File: config.mk
export PLATFORM = sky130hd
export DESIGN_NAME = axi_line_master
export DESIGN_NICKNAME = d
export VERILOG_FILES = /design/src/rtl/axi_pkg.sv /design/src/rtl/axi_line_master.sv
export SDC_FILE = /design/constraint.sdc
export NUM_CORES = 1
export LEC_CHECK = 0
export ABC_AREA = 0
export ABC_CLOCK_PERIOD_IN_PS = 2300
export CAP_MARGIN = 0
export CORE_AREA = 4 4 203 205
export CTS_CLUSTER_SIZE = 20
export DETAILED_ROUTE_END_ITERATION = 6
export DIE_AREA = 0 0 207 209
export GPL_ROUTABILITY_DRIVEN = 1
export PLACE_DENSITY = 0.78
export SYNTH_ARGS = -nofsm -noshare
export SYNTH_HDL_FRONTEND = slang
export SYNTH_SLANG_ARGS = --single-unit
File: constraint.sdc
create_clock -name aclk -period 2.3 [get_ports aclk]
set_input_delay 0.46 -clock aclk [delete_from_list [all_inputs] [get_ports aclk]]
set_output_delay 0.46 -clock aclk [all_outputs]
set_load 0.01 [all_outputs]
File: src/rtl/axi_pkg.sv
// rtl/axi_pkg.sv - shared AXI4 encodings and the line-master state type
package axi_pkg;

  localparam logic [1:0] BURST_FIXED = 2'b00;
  localparam logic [1:0] BURST_INCR  = 2'b01;
  localparam logic [1:0] BURST_WRAP  = 2'b10;

  localparam logic [1:0] RESP_OKAY   = 2'b00;
  localparam logic [1:0] RESP_EXOKAY = 2'b01;
  localparam logic [1:0] RESP_SLVERR = 2'b10;
  localparam logic [1:0] RESP_DECERR = 2'b11;

  typedef enum logic [2:0] {IDLE, AR, R, AW, W, B} line_state_e;

endpackage

File: src/rtl/axi_line_master.sv
// rtl/axi_line_master.sv - AXI4 master moving one cache line per INCR burst
module axi_line_master
  import axi_pkg::*;
#(
  parameter int DATA_WIDTH = 32,
  parameter int ADDR_WIDTH = 32,
  parameter int STRB_WIDTH = DATA_WIDTH / 8,
  parameter int ID_WIDTH   = 4,
  parameter int AXI_ID     = 0,
  parameter int LINE_WORDS = 8
) (
  input  logic                             aclk,
  input  logic                             aresetn,
  input  logic                             req_valid,
  output logic                             req_ready,
  input  logic                             req_write,
  input  logic [ADDR_WIDTH-1:0]            req_addr,
  input  logic [LINE_WORDS*DATA_WIDTH-1:0] req_wline,
  output logic                             rd_valid,
  output logic [DATA_WIDTH-1:0]            rd_data,
  output logic                             rd_last,
  output logic                             done,
  output logic                             err,
  output logic [ID_WIDTH-1:0]              m_axi_awid,
  output logic [ADDR_WIDTH-1:0]            m_axi_awaddr,
  output logic [7:0]                       m_axi_awlen,
  output logic [2:0]                       m_axi_awsize,
  output logic [1:0]                       m_axi_awburst,
  output logic                             m_axi_awlock,
  output logic [3:0]                       m_axi_awcache,
  output logic [2:0]                       m_axi_awprot,
  output logic                             m_axi_awvalid,
  input  logic                             m_axi_awready,
  output logic [DATA_WIDTH-1:0]            m_axi_wdata,
  output logic [STRB_WIDTH-1:0]            m_axi_wstrb,
  output logic                             m_axi_wlast,
  output logic                             m_axi_wvalid,
  input  logic                             m_axi_wready,
  input  logic [ID_WIDTH-1:0]              m_axi_bid,
  input  logic [1:0]                       m_axi_bresp,
  input  logic                             m_axi_bvalid,
  output logic                             m_axi_bready,
  output logic [ID_WIDTH-1:0]              m_axi_arid,
  output logic [ADDR_WIDTH-1:0]            m_axi_araddr,
  output logic [7:0]                       m_axi_arlen,
  output logic [2:0]                       m_axi_arsize,
  output logic [1:0]                       m_axi_arburst,
  output logic                             m_axi_arlock,
  output logic [3:0]                       m_axi_arcache,
  output logic [2:0]                       m_axi_arprot,
  output logic                             m_axi_arvalid,
  input  logic                             m_axi_arready,
  input  logic [ID_WIDTH-1:0]              m_axi_rid,
  input  logic [DATA_WIDTH-1:0]            m_axi_rdata,
  input  logic [1:0]                       m_axi_rresp,
  input  logic                             m_axi_rlast,
  input  logic                             m_axi_rvalid,
  output logic                             m_axi_rready
);

  localparam int IW  = (LINE_WORDS > 1) ? $clog2(LINE_WORDS) : 1;
  localparam int CW  = IW + 1;
  localparam int OFF = $clog2(LINE_WORDS * STRB_WIDTH);
  localparam logic [ADDR_WIDTH-1:0] ALIGN_MASK = ~ADDR_WIDTH'((64'd1 << OFF) - 64'd1);
  localparam logic [CW-1:0]         LAST_BEAT  = CW'(LINE_WORDS - 1);

  line_state_e           state_q, state_d;
  logic [ADDR_WIDTH-1:0] addr_q;
  logic [DATA_WIDTH-1:0] words_q [LINE_WORDS];
  logic [CW-1:0]         cnt_q, cnt_d;
  logic                  acc_q, acc_d;
  logic                  done_q, done_d;
  logic                  err_q, err_d;
  logic                  live_q;
  logic                  accept;
  logic                  beat_err;
  logic                  unused_ids;

  // live_q holds req_ready low until the first edge after reset release
  assign req_ready  = live_q && (state_q == IDLE);
  assign accept     = req_valid && req_ready;
  assign unused_ids = ^{m_axi_bid, m_axi_rid};

  // rlast must coincide exactly with the final counted beat
  assign beat_err = (m_axi_rresp != RESP_OKAY) || (m_axi_rlast != (cnt_q == LAST_BEAT));

  always_comb begin
    state_d = state_q;
    cnt_d   = cnt_q;
    acc_d   = acc_q;
    done_d  = 1'b0;
    err_d   = 1'b0;
    case (state_q)
      IDLE: if (accept) begin
        state_d = req_write ? AW : AR;
        cnt_d   = '0;
        acc_d   = 1'b0;
      end
      AR: if (m_axi_arready) state_d = R;
      R: if (m_axi_rvalid) begin
        cnt_d = cnt_q + CW'(1);
        if (m_axi_rlast) begin
          state_d = IDLE;
          done_d  = 1'b1;
          err_d   = acc_q | beat_err;
        end else begin
          acc_d = acc_q | beat_err;
        end
      end
      AW: if (m_axi_awready) state_d = W;
      W: if (m_axi_wready) begin
        cnt_d = cnt_q + CW'(1);
        if (cnt_q == LAST_BEAT) state_d = B;
      end
      B: if (m_axi_bvalid) begin
        state_d = IDLE;
        done_d  = 1'b1;
        err_d   = (m_axi_bresp != RESP_OKAY);
      end
      default: state_d = IDLE;
    endcase
  end

  always_ff @(posedge aclk or negedge aresetn) begin
    if (!aresetn) begin
      state_q <= IDLE;
      cnt_q   <= '0;
      acc_q   <= 1'b0;
      done_q  <= 1'b0;
      err_q   <= 1'b0;
      live_q  <= 1'b0;
      addr_q  <= '0;
      for (int i = 0; i < LINE_WORDS; i++) words_q[i] <= '0;
    end else begin
      state_q <= state_d;
      cnt_q   <= cnt_d;
      acc_q   <= acc_d;
      done_q  <= done_d;
      err_q   <= err_d;
      live_q  <= 1'b1;
      if (accept) begin
        addr_q <= req_addr & ALIGN_MASK;
        if (req_write) begin
          for (int i = 0; i < LINE_WORDS; i++) words_q[i] <= req_wline[i*DATA_WIDTH +: DATA_WIDTH];
        end
      end
    end
  end

  assign done = done_q;
  assign err  = err_q;

  assign m_axi_awid    = ID_WIDTH'(AXI_ID);
  assign m_axi_awaddr  = addr_q;
  assign m_axi_awlen   = 8'(LINE_WORDS - 1);
  assign m_axi_awsize  = 3'($clog2(STRB_WIDTH));
  assign m_axi_awburst = BURST_INCR;
  assign m_axi_awlock  = 1'b0;
  assign m_axi_awcache = 4'd0;
  assign m_axi_awprot  = 3'd0;
  assign m_axi_awvalid = (state_q == AW);

  assign m_axi_wvalid  = (state_q == W);
  assign m_axi_wdata   = words_q[cnt_q[IW-1:0]];
  assign m_axi_wstrb   = m_axi_wvalid ? '1 : '0;
  assign m_axi_wlast   = m_axi_wvalid && (cnt_q == LAST_BEAT);
  assign m_axi_bready  = (state_q == B);

  assign m_axi_arid    = ID_WIDTH'(AXI_ID);
  assign m_axi_araddr  = addr_q;
  assign m_axi_arlen   = 8'(LINE_WORDS - 1);
  assign m_axi_arsize  = 3'($clog2(STRB_WIDTH));
  assign m_axi_arburst = BURST_INCR;
  assign m_axi_arlock  = 1'b0;
  assign m_axi_arcache = 4'd0;
  assign m_axi_arprot  = 3'd0;
  assign m_axi_arvalid = (state_q == AR);
  assign m_axi_rready  = (state_q == R);

  // refill beats bypass any register so the requester sees them in the R cycle
  assign rd_valid = m_axi_rready && m_axi_rvalid;
  assign rd_data  = m_axi_rready ? m_axi_rdata : '0;
  assign rd_last  = rd_valid && m_axi_rlast;

endmodule
== Word-level counts from Yosys, hierarchy flattened ==
Cells that the tools add are included.
Operators by class
  add/sub/neg operators: 1
  multipliers: 0
  div/mod/pow operators: 0
  magnitude comparators: 1
  equal/unequal tests: 16
  shift-type cells: 0
  muxes and demuxes: 31
  bitwise logic cells: 2
  reductions and logical operators: 15
Operator list (number)
  binary-select mux 32 bit (select 3 bit): 1
  two-way mux 32 bit: 3
  two-way mux 3 bit: 8
  one-hot mux 3 bit (6 select lines): 1
  two-way mux 4 bit: 4
  one-hot mux 4 bit (3 select lines): 1
  inequality test 2 bit, second input constant: 5
  two-way mux 1 bit: 9
  inequality test 2 x 1 -> 1 bit, second input constant: 4
  AND reduction 4 bit: 2
  AND reduction 8 bit: 1
  == test 3 x 2 -> 1 bit, second input constant: 2
  == test 3 bit, second input constant: 2
  one-hot mux 1 bit (2 select lines): 3
  nonzero test 2 bit: 3
  logical AND 1 bit: 5
  adder 4 x 1 -> 4 bit, second input constant: 1
  == test 4 x 3 -> 1 bit, second input constant: 1
  >= comparator 4 bit, second input constant: 1
  inverter 3 -> 4 bit: 1
  == test 3 x 1 -> 1 bit, second input constant: 1
  logical NOT 3 bit: 1
  nonzero test 3 bit: 1
  two-way mux 2 bit: 1
  other kinds (4): 4
Storage, ports and cells
  register bits after elaboration: 294
  latch bits: 0
  RAM bits: 0
  bits in read-only memories: 0
  memories: 0

== Longest topological paths before layout ==
Gate-level depths: netlist of run 1.
  depth in word-level cells: 7
  gate-level depth with buffers: 6

== Worst setup path after synthesis of run 1 ==
OpenSTA, ideal clock, no wires.
  path kind: register to output
  start: register cnt_q[0]
  end: output m_axi_wdata[0]
  arrival: 1.618 ns
  required time: 1.840 ns
  slack: 0.222 ns
  stages on the path, launching flop included: 6
  cells stage by stage: dfrtp_1 clkbuf_1 buf_6 buf_6 mux4_2 mux2_2
Between the ends
  word-level cells in the longest chain between the ends: 4
RTL lines
  start, declared: line axi_line_master.sv:70  | logic [CW-1:0] cnt_q, cnt_d;
  start signal, assigned: line axi_line_master.sv:136  | cnt_q <= cnt_d;
  inverter 3 -> 4 bit (not written as such): line axi_line_master.sv:164  | assign m_axi_wdata = words_q[cnt_q[IW-1:0]];
  binary-select mux 32 bit (select 3 bit): line axi_line_master.sv:164
  two-way mux 32 bit (not written as such) (2 in a row): line axi_line_master.sv:164
  end, declared: line axi_line_master.sv:34  | output logic [DATA_WIDTH-1:0] m_axi_wdata,
No other way between the ends. The select of a mux whose other input is x is not followed.

== Worst setup path in the final report of run 1 ==
  start: register cnt_q[0]
  end: output m_axi_wdata[5]
Same word-level chain as after synthesis.

==> results.json, run 1 <==
{
  "status": "complete, but fails checks",
  "violations": "setup timing",
  "finalNonFillerCells": 2045,
  "cts_sinks": 294,
  "fill_cells": 3067,
  "ant_nets": 0,
  "numCtsBuffers": 35,
  "p_per_area_nw_per_um2": 1310,
  "wl_per_cell_um": 21.2,
  "drive_gt1_frac": 0.407,
  "max_freq_mhz": 360,
  "start_util": 0.383,
  "io_pins": 535,
  "fin_skew_ns": 0.00896,
  "fin_area_um2": 22300,
  "tightest_slew_ns": 0.503,
  "synthCells": 981,
  "cts_tree": "yes",
  "synth_flop_cell": "dfrtp_1",
  "clk_pin_slew_ns": 0.06,
  "worstSkewPairLatency_ns": 0.52,
  "grt_pass1_vias": 10700,
  "min-delay-start": "req_addr[29]",
  "coreArea_um2": 39500,
  "critical_path.cell_chain": "buf_8, buf_16, buf_4, mux4_2, mux2_4, buf_6",
  "fin_crit_ns": 2.78,
  "drv_slew": 0,
  "area_growth_pct": 47.4,
  "max-cap-violations": 0,
  "drt-initial-drc-count": 518,
  "crit_family": "multiplexers",
  "antenna_found_initial": 6,
  "dpl.hpwl_um": 31300,
  "grt_pass1_wl_um": 65700,
  "cp.buffers_inverters": 4,
  "startpoint_type": "register",
  "r2r-end": "words_q[202]",
  "route.detailed.drc": 0,
  "ys_seq_area_frac": 0.487,
  "firstDrtPassIters": 5,
  "finalNetCount": 1835,
  "synth_area_per_cell_um2": 15.4,
  "yosysMostFrequentCell": "dfrtp_1",
  "place_congestion": 0.836,
  "hold_path.class": "in -> reg",
  "cts_buffer_depth": 3,
  "peakVddDrop_mv": 0.685,
  "critical_path_required_ns": 1.84,
  "gr-total-overflow": 0,
  "whs_endpoint": "m_axi_araddr[29]",
  "h-tree-depth": 2,
  "syn_area_um2": 15100,
  "reg2reg_from": "state_q[2]",
  "grt_use_total": 0.193,
  "relSlewSlack": 0.665,
  "viasPerCell": 4.76,
  "crit_path_max_fanout": 7,
  "fin_ws_ns": -0.478,
  "portBuffers": 461,
  "crit_path_max_incr_delay_ns": 0.51,
  "tns_ns": -13.11,
  "reg2regPathDepth": 8,
  "synth_area_leader_cell": "dfrtp_1",
  "yosysWarnings": 0,
  "wirelength_um": 43400,
  "fin_crit_sh": 1.21,
  "synth_top_area_share": 0.487,
  "ys_top_cells_by_count": "dfrtp_1 (294), mux2_4 (238), buf_4 (91)",
  "rows": 73,
  "root_buffer": "clkbuf_16",
  "async_flop_share": 1.00,
  "cpMaxStageDelayCell": "dfrtp_4",
  "whs_path_depth": 3,
  "synth.distinct_cells": 42,
  "fp.dieW_um": 207,
  "die_h_um": 209,
  "path_class": "reg -> out",
  "dp.cells": 1937,
  "worst_ep_arrival_time_ns": 2.32,
  "hold_violations": 0,
  "grt_max_degree": 57,
  "p_leak_nw": 9.86,
  "die-area_um2": 43300,
  "synth-edff-count": 0,
  "ys_top_cells_by_area": "dfrtp_1 (49%), mux2_4 (24%), mux4_2 (9.5%), buf_4 (4.5%), mux2_2 (3.7%)",
  "place_ws_ns": -0.221,
  "r2r_slack_ns": 0.09,
  "finalSetupViolCount": 33,
  "place_area_um2": 20200,
  "ys_ff_latch": 294,
  "dr_total_vias": 9735,
  "rsz0062_at_grt": "yes",
  "end_kind": "primary output"
}
-- routing by layer --
metal  up-vias  part of all wire  wire length [um]  global-route usage
li1       4393                 -                 -                   -
met1      4954              0.43             18500               0.257
met2       322              0.49             21400               0.316
met3        58             0.062              2680              0.0537
met4         8             0.018               766              0.0495
met5         -            0.0013                55                   0
-- what timing repair did --
action                                  in CTS  in global routing
pin swaps                                    2                  6
setup buffers                               21                 18
hold buffers                                 1                  0
cloned                                       6                  1
resized for setup                          343                 84
hold endpoints to repair                    44                  0
endpoints found under the setup margin      77                 76
-- through the flow --
step                 util  power [mW]  hold slack, ns
floorplan               -        16.9           0.164
global placement    0.511        21.5           0.447
detailed placement  0.511        21.8           0.447
CTS                 0.556        28.8           0.434
global route        0.564        30.6           0.448
finish              0.564        29.2           0.468
-- worst register-to-register path, delay by kind of cell (launching register included) --
| kind | cells | cell delay [ns] |
|---|---|---|
| mux | 1 | 0.36 |
| flops | 1 | 0.38 |
| simple gates | 2 | 0.48 |
| buf+inv | 5 | 0.86 |
-- final cells by class --
type	instances	area (um^2)	share of cell area
sequential	294	7370	0.331
multi-input combinational	590	6950	0.312
timing repair buffer	568	6040	0.271
clock buffer	48	1040	0.0466
tap	525	657	0.0295
clock inverter	15	184	0.00826
inverter	3	13.8	0.000618
antenna	2	5.00	0.000225
-- power by group --
part,total [mW],switching (mW),internal (mW),leakage (nW)
registers,9.44,1.72,7.72,3.58
logic,14.0,4.71,9.26,5.68
clock network,5.77,2.16,3.61,0.603
total,29.2,8.58,20.6,9.86
-- cells by family after synthesis --
| logic type | synth area share |
|---|---|
| buffers and inverters | 0.0824 |
| XOR/XNOR | 0.000580 |
| AO/OA/AOI/OAI | 0.00878 |
| other | 0.000497 |
| multiplexers | 0.372 |
| flip-flops | 0.487 |
| AND/OR/NAND/NOR | 0.0475 |
| adder cells (fa/ha/maj) | 0.000829 |
-- cell usage in the layout (no fill, tap or decap), drive strengths merged, types with 2 or more instances in the layout --
cell type,instances
inv,3
dlygate4sd2,7
mux4,64
nor3b,3
a21oi,2
clkbuf,59
and3,35
o21ai,9
buf,159
clkinvlp,2
nand2,87
dfrtp,294
nand2b,2
mux2,290
nand3,2
or4,3
clkdlybuf4s50,383
nor3,3
and2,2
nor2,9
o31ai,2
diode,2
conb,61
clkdlybuf4s15,7
mux2i,2
bufinv,4
clkinv,9
-- sequential cells by signal, indices dropped and copies added, names as in the netlist --
signal,cells
state_q,3
words_q,256
done,1
cnt_q,4
m_axi_araddr,27
live_q,1
err,1
acc_q,1
-- worst max path at each step --
stage | from | to | cells past startpoint
4_1_cts | cnt_q[0] | m_axi_wdata[1] | 6
6_report | cnt_q[0] | m_axi_wdata[5] | 6
3_5_place_dp | cnt_q[0] | m_axi_wdata[29] | 4
5_1_grt | cnt_q[0] | m_axi_wdata[1] | 6
2_1_floorplan | cnt_q[0] | m_axi_wdata[0] | 5
3_3_place_gp | cnt_q[0] | m_axi_wdata[29] | 4
Power figures use the tool's default switching activity.
==> run 2, diff against run 1 <==
SKIP_CTS_REPAIR_TIMING = 1   (was unset)
==> run 2 against run 1 <==
  * The flow still finishes with violations (setup timing)
  * Critical path depth unchanged
  * Clock-buffer cell count unchanged
  * Combinational power decreased by 7%
  * Clock skew up 0.0017 ns
  * Utilization decreased by 1.0 points
  * Wire length is 0.88% lower
  * Sequential cell count is the same
  * Worst hold slack improved by 0.0021 ns
  * Sequential share of layout area up 0.60 points
  * Largest cell class unchanged
==> results.json, run 2 (synthesis gave the netlist of run 1 again) <==
{
  "place_congestion": 0.836,
  "peakVddDrop_mv": 0.644,
  "root_buffer": "clkbuf_16",
  "reg2reg_from": "cnt_q[0]",
  "relSlewSlack": 0.667,
  "h-tree-depth": 2,
  "portBuffers": 461,
  "antenna_found_initial": 7,
  "critPathCapture": "m_axi_wdata[12]",
  "firstDrtPassIters": 4,
  "clk_pin_slew_ns": 0.06,
  "fin_ws_ns": -0.507,
  "grt_pass1_vias": 10400,
  "drt-initial-drc-count": 492,
  "max_freq_mhz": 356,
  "grt_max_degree": 57,
  "cts_tree": "yes",
  "area_growth_pct": 44.8,
  "tightest_slew_ns": 0.500,
  "power_mw": 28.2,
  "die_h_um": 209,
  "hold_path.class": "in -> reg",
  "route.detailed.drc": 0,
  "p_leak_nw": 10.1,
  "finalSetupViolCount": 33,
  "start_util": 0.383,
  "fin_skew_ns": 0.0107,
  "end_kind": "primary output",
  "regMostFlops": "words_q",
  "fin_crit_sh": 1.22,
  "place_area_um2": 20200,
  "min-delay-start": "req_addr[29]",
  "p_per_area_nw_per_um2": 1290,
  "hold_violations": 0,
  "crit_path_start": "cnt_q[0]",
  "max-cap-violations": 0,
  "violations": "setup timing",
  "startpoint_type": "register",
  "io_pins": 535,
  "r2r-end": "acc_q",
  "fp.dieW_um": 207,
  "largest_reg_flops": 256,
  "final_common_cell": "clkdlybuf4s50_1",
  "cts_buffer_depth": 3,
  "ant_nets": 0,
  "finalNetCount": 1825,
  "drive_gt1_frac": 0.381,
  "coreArea_um2": 39500,
  "numCtsBuffers": 35,
  "drv_slew": 0,
  "critical_path_required_ns": 1.84,
  "post-route-util": 0.554,
  "reg2regPathDepth": 8,
  "fin_area_um2": 21900,
  "worst_ep_arrival_time_ns": 2.35,
  "rows": 73,
  "tns_ns": -13.49,
  "final_cell_mix": "clkdlybuf4s50_1 (383), dfrtp_1 (290), mux2_4 (254)",
  "place_ws_ns": -0.221,
  "wl_per_cell_um": 21.2,
  "grt_use_total": 0.186,
  "dpl.hpwl_um": 31300,
  "cts_sinks": 294,
  "worstSkewPairLatency_ns": 0.52,
  "r2r_slack_ns": 0.09,
  "fin_crit_ns": 2.81,
  "path_class": "reg -> out",
  "viasPerCell": 4.77,
  "rsz0062_at_grt": "yes",
  "gr-total-overflow": 0,
  "grt_pass1_wl_um": 63500,
  "dr_total_vias": 9699,
  "wirelength_um": 43100,
  "die-area_um2": 43300,
  "crit_path_max_fanout": 6,
  "status": "complete, but fails checks"
}
-- run 2: report_power, final --
group          internal, mW  switching (mW)  total (mW)
Sequential             7.72            1.73        9.45
Clock                  3.61            2.16        5.77
Combinational          8.53            4.48        13.0
Total                  19.9            8.37        28.2
-- run 2: worst min path at each step --
stage	slack [ns]	endpoint	cells past startpoint
finish	0.47	m_axi_araddr[29]	3
global route	0.45	m_axi_araddr[10]	3
CTS	-0.13	words_q[59]	1
detailed placement	0.45	words_q[190]	1
global placement	0.45	words_q[221]	1
floorplan	0.16	acc_q	0
-- run 2: per-layer routing --
metal	track usage	part of all wire
met2	0.303	0.49
met1	0.245	0.42
met4	0.0472	0.020
met3	0.0557	0.066
met5	0	0.0011
-- run 2: stage by stage --
stage	instances	hold slack, ns
floorplan	1040	0.164
global placement	1937	0.447
global route	2035	0.448
finish	2035	0.471
CTS	2000	-0.126
detailed placement	1937	0.447
-- run 2: worst max-delay path, cell delays in order (launching register included) --
cell and delay (ns):
dfrtp_4 0.55, buf_12 0.16, buf_12 0.13, buf_12 0.13, mux4_2 0.43, mux2_4 0.30, buf_6 0.12
-- run 2: final cells by class --
cell class	instances	area (um^2)
Antenna cell	2	5.00
Clock buffer	48	1040
Clock inverter	15	184
Fill cell	3127	17600
Inverter	3	13.8
Multi-Input combinational cell	590	6810
Sequential cell	294	7370
Tap cell	525	657
Timing Repair Buffer	558	5790
==> run 3, diff against run 2 <==
SKIP_LAST_GASP = 1   (was unset)
==> run 3 against run 2 <==
  * The flow still finishes with violations (setup timing)
  * Worst hold slack better by 0.00054 ns
  * Sequential share of layout area is 0.16 points lower
  * Register-to-register slack about the same
  * Worst setup slack got worse by 0.00068 ns
  * Final cell count unchanged
  * Utilization is 0.26 points higher
  * Global-route usage did not move
  * Largest cell class unchanged
==> results.json, run 3 (synthesis gave the netlist of run 1 again) <==
{
  "die-area_um2": 43300,
  "viasPerCell": 4.75,
  "cts_buffer_depth": 3,
  "drt-initial-drc-count": 464,
  "crit_path_start": "cnt_q[0]",
  "max-cap-violations": 0,
  "place_congestion": 0.836,
  "grt_pass1_wl_um": 63500,
  "dpl.hpwl_um": 31300,
  "worst_ep_arrival_time_ns": 2.35,
  "drive_gt1_frac": 0.371,
  "wl_per_cell_um": 21.2,
  "reg2regPathDepth": 8,
  "portBuffers": 461,
  "r2r-end": "acc_q",
  "fin_ws_ns": -0.507,
  "power_mw": 28.4,
  "route.detailed.drc": 0,
  "fp.dieW_um": 207,
  "critical_path_required_ns": 1.84,
  "io_pins": 535,
  "regMostFlops": "words_q",
  "startpoint_type": "register",
  "fin_crit_ns": 2.81,
  "place_area_um2": 20200,
  "fin_area_um2": 22000,
  "post-route-util": 0.557,
  "violations": "setup timing",
  "cp_common_cell": "buf_12",
  "largest_reg_flops": 256,
  "numCtsBuffers": 35,
  "fin_skew_ns": 0.0112,
  "start_util": 0.383,
  "p_per_area_nw_per_um2": 1290,
  "wirelength_um": 43000,
  "final_cell_mix": "clkdlybuf4s50_1 (383), dfrtp_1 (290), mux2_4 (254)",
  "max_freq_mhz": 356,
  "drv_slew": 0,
  "status": "complete, but fails checks",
  "final_common_cell": "clkdlybuf4s50_1",
  "grt_pass1_vias": 10400,
  "critPathCapture": "m_axi_wdata[12]",
  "firstDrtPassIters": 5,
  "cpMaxStageDelayCell": "dfrtp_4",
  "rsz0062_at_grt": "yes",
  "hold_violations": 0,
  "grt_use_total": 0.186,
  "end_kind": "primary output",
  "h-tree-depth": 2,
  "clk_pin_slew_ns": 0.06,
  "peakVddDrop_mv": 0.644,
  "finalNetCount": 1825,
  "rows": 73,
  "grt_max_degree": 57,
  "fin_crit_sh": 1.22,
  "coreArea_um2": 39500,
  "reg2reg_from": "cnt_q[0]",
  "finalSetupViolCount": 33,
  "die_h_um": 209,
  "antenna_found_initial": 7,
  "cts_sinks": 294,
  "cts_tree": "yes",
  "fin_hold_ws_ns": 0.471,
  "worstSkewPairLatency_ns": 0.52,
  "root_buffer": "clkbuf_16",
  "area_growth_pct": 45.5,
  "critical_path.cell_chain": "buf_12, buf_12, buf_12, mux4_2, mux2_4, buf_6",
  "ant_nets": 0,
  "hold_path.class": "in -> reg",
  "r2r_slack_ns": 0.08,
  "crit_path_max_incr_delay_ns": 0.55,
  "path_class": "reg -> out",
  "crit_path_max_fanout": 6,
  "dr_total_vias": 9666,
  "p_leak_nw": 10.2,
  "finalNonFillerCells": 2035,
  "dp.cells": 1937,
  "gr-total-overflow": 0
}
run 3: final cells by class:
type	count	area, um^2
Antenna cell	2	5.00
Clock buffer	48	1040
Clock inverter	15	184
Fill cell	3117	17500
Inverter	3	13.8
Multi-Input combinational cell	590	6810
Sequential cell	294	7370
Tap cell	525	657
Timing Repair Buffer	558	5890
run 3: critical path: cells and delay by family, from the launching register on:
family	cells	cell delay, ns
buffers and inverters	4	0.54
multiplexers	2	0.73
flip-flops	1	0.55
run 3: layer usage:
layer,up-vias,part of all wire,GRT usage
met5,-,0.0011,0
li1,4374,-,-
met3,65,0.067,0.0557
met2,335,0.49,0.303
met4,8,0.020,0.0472
met1,4884,0.42,0.245
run 3: power breakdown:
part / switching (mW) / internal [mW] / total (mW) / leakage (nW)
Clock: 2.16 / 3.61 / 5.77 / 0.603
Combinational: 4.45 / 8.71 / 13.2 / 6.06
Sequential: 1.73 / 7.72 / 9.45 / 3.58
Total: 8.33 / 20.0 / 28.4 / 10.2
run 3: how the worst min path moves through the flow:
stage	from	end	slack, ns	depth (start not counted)
floorplan	aresetn	acc_q	0.16	0
global placement	aresetn	words_q[221]	0.45	1
detailed placement	aresetn	words_q[190]	0.45	1
CTS	aresetn	words_q[59]	-0.13	1
global route	req_addr[10]	m_axi_araddr[10]	0.45	3
finish	req_addr[29]	m_axi_araddr[29]	0.47	3
run 3: stage by stage:
step,setup TNS [ns],setup slack (ns)
after global routing,-17.07,-0.583
after detailed placement,-5.80,-0.221
after CTS,-37.23,-0.818
final,-14.06,-0.507
after floorplan,0,0.222
after global placement,-5.68,-0.227
